## config.mk

```make
export PLATFORM = sky130hd
export DESIGN_NAME = reg_file_param
export DESIGN_NICKNAME = d
export VERILOG_FILES = /design/src/rtl/reg_file_param.sv
export SDC_FILE = /design/constraint.sdc
export NUM_CORES = 1
export LEC_CHECK = 0
export BUFFER_PORTS_ARGS = -buffer_cell sky130_fd_sc_hd__buf_2
export CAP_MARGIN = 20
export CORE_MARGIN = 3
export CORE_UTILIZATION = 50
export DETAILED_ROUTE_END_ITERATION = 10
export GPL_TIMING_DRIVEN = 0
export PLACE_DENSITY = 0.67
export SLEW_MARGIN = 5
export SYNTH_ARGS = -nofsm -noshare
export SYNTH_HDL_FRONTEND = slang
export SYNTH_SLANG_ARGS = --single-unit
```

## constraint.sdc

```tcl
create_clock -name clk -period 8.07 [get_ports clk]
set_input_delay 0.807 -clock clk [delete_from_list [all_inputs] [get_ports clk]]
set_output_delay 0.807 -clock clk [all_outputs]
set_load 0.03 [all_outputs]
```

## src/rtl/reg_file_param.sv

```systemverilog
// Parametrised register file: one write port, two zero-latency read ports and a sequenced bulk clear.
// Optional write-through forwarding to both read ports when REGFILE_BYPASS_EN is defined.
module reg_file_param #(
    parameter int WIDTH     = 16,
    parameter int NUM_REGS  = 16,
    parameter int ZERO_REG0 = 1,
    localparam int AW       = $clog2(NUM_REGS)
) (
    input  logic             clk,
    input  logic             rst,
    input  logic             wr_en,
    input  logic [AW-1:0]    wr_addr,
    input  logic [WIDTH-1:0] wr_data,
    output logic             wr_ready,
    input  logic             rd_en1,
    input  logic [AW-1:0]    rd_addr1,
    output logic [WIDTH-1:0] rd_data1,
    input  logic             rd_en2,
    input  logic [AW-1:0]    rd_addr2,
    output logic [WIDTH-1:0] rd_data2,
    input  logic             clr_req,
    output logic             busy
);

    localparam logic [AW:0]   NUM_REGS_W = (AW+1)'(NUM_REGS);
    localparam logic [AW-1:0] LAST_IDX   = AW'(NUM_REGS - 1);

    typedef enum logic [0:0] {
        ST_IDLE  = 1'b0,
        ST_CLEAR = 1'b1
    } state_e;

    state_e           state_r;
    logic [AW-1:0]    cnt_r;
    logic             busy_r;
    logic             wr_ready_r;
    logic [WIDTH-1:0] mem_r [NUM_REGS];
    logic             wr_fire_s;
    logic [WIDTH-1:0] rd_data1_s;
    logic [WIDTH-1:0] rd_data2_s;

    // A word is live when it exists and is not the hard-wired zero register.
    function automatic logic addr_live(input logic [AW-1:0] addr);
        logic ok;
        ok = ({1'b0, addr} < NUM_REGS_W);
        if ((ZERO_REG0 != 0) && (addr == '0)) begin
            ok = 1'b0;
        end
        return ok;
    endfunction

    assign wr_fire_s = wr_en & wr_ready_r & addr_live(wr_addr);

    // Clear sequencer: walks cnt over every word; busy and wr_ready are decoded into flops here.
    always_ff @(posedge clk) begin
        if (!rst) begin
            state_r    <= ST_IDLE;
            cnt_r      <= '0;
            busy_r     <= 1'b0;
            wr_ready_r <= 1'b1;
        end else begin
            case (state_r)
                ST_IDLE: begin
                    cnt_r <= '0;
                    if (clr_req) begin
                        state_r    <= ST_CLEAR;
                        busy_r     <= 1'b1;
                        wr_ready_r <= 1'b0;
                    end else begin
                        state_r    <= ST_IDLE;
                        busy_r     <= 1'b0;
                        wr_ready_r <= 1'b1;
                    end
                end
                ST_CLEAR: begin
                    if (cnt_r == LAST_IDX) begin
                        state_r    <= ST_IDLE;
                        cnt_r      <= '0;
                        busy_r     <= 1'b0;
                        wr_ready_r <= 1'b1;
                    end else begin
                        state_r    <= ST_CLEAR;
                        cnt_r      <= cnt_r + AW'(1);
                        busy_r     <= 1'b1;
                        wr_ready_r <= 1'b0;
                    end
                end
                default: begin
                    state_r    <= ST_IDLE;
                    cnt_r      <= '0;
                    busy_r     <= 1'b0;
                    wr_ready_r <= 1'b1;
                end
            endcase
        end
    end

    // Storage: reset wipes everything, the clear engine owns the array while busy, otherwise writeback.
    always_ff @(posedge clk) begin
        if (!rst) begin
            for (int i = 0; i < NUM_REGS; i++) begin
                mem_r[i] <= '0;
            end
        end else if (state_r == ST_CLEAR) begin
            mem_r[cnt_r] <= '0;
        end else if (wr_fire_s) begin
            mem_r[wr_addr] <= wr_data;
        end
    end

    // Read port 1 mux; disabled or dead addresses return zero.
    always_comb begin
        rd_data1_s = '0;
        if (rd_en1 && addr_live(rd_addr1)) begin
`ifdef REGFILE_BYPASS_EN
            if (wr_fire_s && (rd_addr1 == wr_addr)) begin
                rd_data1_s = wr_data;
            end else begin
                rd_data1_s = mem_r[rd_addr1];
            end
`else
            rd_data1_s = mem_r[rd_addr1];
`endif
        end else begin
            rd_data1_s = '0;
        end
    end

    // Read port 2 mux, identical to port 1 and independent of it.
    always_comb begin
        rd_data2_s = '0;
        if (rd_en2 && addr_live(rd_addr2)) begin
`ifdef REGFILE_BYPASS_EN
            if (wr_fire_s && (rd_addr2 == wr_addr)) begin
                rd_data2_s = wr_data;
            end else begin
                rd_data2_s = mem_r[rd_addr2];
            end
`else
            rd_data2_s = mem_r[rd_addr2];
`endif
        end else begin
            rd_data2_s = '0;
        end
    end

    assign rd_data1 = rd_data1_s;
    assign rd_data2 = rd_data2_s;
    assign busy     = busy_r;
    assign wr_ready = wr_ready_r;

endmodule
```

==> impl_metrics.py <==
metrics = {
    "cts": {
        "path_clk_slew_ps": 60,
        "numCtsBuffers": 28,
        "cts_max_path_buffers": 3,
        "post_cts_resized": 0,
        "clock-sinks": 246,
        "cts_root_buf": "clkbuf_16",
        "cts_tree": "done",
        "ctsHtreeMaxLevel": 1,
        "clk_latency_ps": 540,
        "holdBufCountCts": 0,
        "post_cts_buffers": 0,
    },
    "placed_design": {
        "gp_congestion": 0.9348,
        "post-place-ws_ps": 4011,
        "io_buffers": 63,
        "dpl.hpwl_um": 31270,
    },
    "hold_path": {
        "hold_class": "in -> reg",
        "hold_depth": 2,
    },
    "routing": {
        "viasPerCell": 6.588,
        "dr_total_vias": 10324,
        "wl_per_cell_um": 27.43,
        "routed_wl_um": 42980,
        "drt_iter0_drc": 1440,
        "drt_first_pass_iters": 5,
        "ant_nets": 0,
        "drc": 0,
    },
    "cells_and_area": {
        "syn2layout_area_growth_pct": 13.98,
        "antenna_cells": 0,
        "fin_nets": 1247,
        "fin_util": 0.5806,
        "drive_gt1_frac": 0.1964,
    },
    "power": {
        "p_leak_nw": 5.532,
        "ir_worst_vdd_v": 0.0001694,
        "p_per_area_nw_per_um2": 208.2,
        "power_w": 0.003150,
    },
    "timing": {
        "clock_skew_ps": 11.38,
        "worstMarginPinSlew_ps": 1068,
        "whs_ps": 499.6,
        "fmax_ghz": 0.2427,
        "slew_headroom": 0.2881,
        "tns_ps": 0,
        "finalSetupViolations": 0,
        "rsz0062_at_grt": "false",
        "period_needed_ps": 4121,
        "worst_slack_ps": 3949,
        "period_share": 0.5107,
        "finalHoldViolations": 0,
        "maxSlewViolCount": 0,
    },
    "worst_setup_path": {
        "rr_worst_depth": 6,
        "ff2ff_setup_slack_ps": 4970,
        "crit_start": "rd_addr1[1]",
        "cp_cell_sequence": "buf_2, clkbuf_1, nor2b_1, clkbuf_1, a22oi_1, nand2_1, o22ai_1, buf_2",
        "slowest_delay_ps": 620,
        "end_kind": "output pin",
        "crit_end": "rd_data1[5]",
        "critPathLaunchType": "input port",
        "critPathRequiredTime_ps": 7260,
        "critPathKind": "in -> out",
        "reg2reg_from": "cnt_r[1]",
        "cp_slowest_cell": "clkbuf_1",
        "cp_max_fo": 10,
        "r2r-end": "mem_r[9][7]",
        "worst_ep_arrival_time_ps": 3310,
    },
    "floorplanning": {
        "die-height_um": 168.9,
        "rows": 59,
        "die_x_um": 168.9,
        "start_util": 0.5094,
        "fp.coreArea_um2": 26060,
        "die-area_um2": 28540,
        "io_pins": 68,
    },
    "grt": {
        "grt_pass1_vias": 10342,
        "grt_pass1_wl_um": 63360,
        "overflow": 0,
        "grt_max_degree": 17,
        "antenna_found_initial": 0,
        "track_usage": 0.2983,
    },
    "yosys": {
        "yosys_register_bits": 246,
        "synth_area_per_cell_um2": 12.04,
        "synth_edf_count": 240,
        "yosysUniqueCellTypes": 51,
        "syn_nets": 1138,
        "synthArstFlopShare": 0,
        "ys_warn_count": 0,
        "syn_inst": 1103,
        "seq_area_frac_synth": 0.5519,
        "synthFlopType": "edfxtp_1",
        "syn_area_um2": 13280,
    },
    "run_status": {
        "status": "finished, final reports clean",
    },
    "flow_run": {
        "drv_cap": 0,
    },
}
cells by family (layout without fill, tap and decap cells):
logic type	Yosys count	count (layout)	share of synthesized area
AND/OR/NAND/NOR	407	407	0.1372
flip-flops	246	246	0.5519
AO/OA/AOI/OAI	178	178	0.09482
multiplexers	177	177	0.1822
buffers and inverters	93	222	0.03223
adder cells (fa/ha/maj)	1	1	0.0009424
XOR/XNOR	1	1	0.0006599
how the worst min path moves through the flow:
stage,start,end
floorplan,cnt_r[1],cnt_r[1]
global placement,cnt_r[1],cnt_r[1]
detailed placement,cnt_r[1],cnt_r[1]
CTS,clr_req,wr_ready
global route,clr_req,wr_ready
finish,clr_req,wr_ready
cells in the final DEF, fill, tap and decap left out, drive strengths merged, types with 17 or more instances in the layout:
cell type / instances
a21oi: 19
a22o: 17
a22oi: 65
and2: 51
buf: 124
clkbuf: 77
edfxtp: 240
mux2: 17
mux2i: 110
mux4: 50
nand2: 92
nor2: 215
o22ai: 33
power breakdown:
part	total (W)	leakage [nW]	switching (W)	internal, W
clock network	0.00129	0.449	0.000514	0.000776
registers	0.00147	2.53	0.0000260	0.00145
logic	0.000385	2.55	0.000255	0.000130
cell type report:
class / instances / area (um2)
buffer: 89 / 412.9
clock inverter: 17 / 178.9
timing repair buffer: 79 / 488.0
clock buffer: 33 / 740.7
fill: 2174 / 10930
tap: 335 / 419.2
multi-input combinational: 764 / 5549
sequential: 246 / 7327
inverter: 4 / 15.01
stage by stage:
| stage | area [um2] | std cells |
|---|---|---|
| floorplan | 13280 | 1103 |
| global placement | 14010 | 1501 |
| detailed placement | 14210 | 1517 |
| CTS | 15130 | 1567 |
| global route | 15130 | 1567 |
| finish | 15130 | 1567 |
sequential cells by signal (all words and copies together), names as in the netlist:
name and flops:
busy 1, mem_r 240, cnt_r 4, wr_ready 1
metal layers:
layer	GRT usage	share of wire	up-vias	routed length [um]
met3	0.03620	0.099	142	4261
li1	-	-	4371	-
met2	0.4766	0.46	702	19690
met4	0.1306	0.053	0	2264
met1	0.4150	0.39	5109	16760
met5	0	0	-	0
synth_stat cells (all sizes together), types with 2 or more instances:
library cell	number	area (um2)
nand2b	7	43.79
a22o	17	148.9
nor3	6	30.03
mux4	50	1126
mux2i	110	1101
nor3b	9	67.56
and2	51	321.6
a211oi	15	112.6
o211ai	6	45.04
a22oi	65	488.0
nand3	9	55.05
a21oi	19	102.6
edfxtp	240	7207
inv	4	15.01
a32oi	3	26.28
dfxtp	6	120.1
nand4	2	18.77
nor2	215	809.5
mux2	17	191.4
buf	45	247.7
and3	2	17.52
o21ai	15	75.07
clkbuf	44	165.2
nor2b	6	37.54
o22ai	33	212.7
nand2	92	345.3
and4b	2	20.02
worst max-delay path: cells and delay by family:
kind	cells	cell delay, ps
and+or+nand+nor	2	710
AOI/OAI and AO/OA	2	400
buffers and inverters	4	1400
No activity file was read; power rests on OpenSTA's default activity.
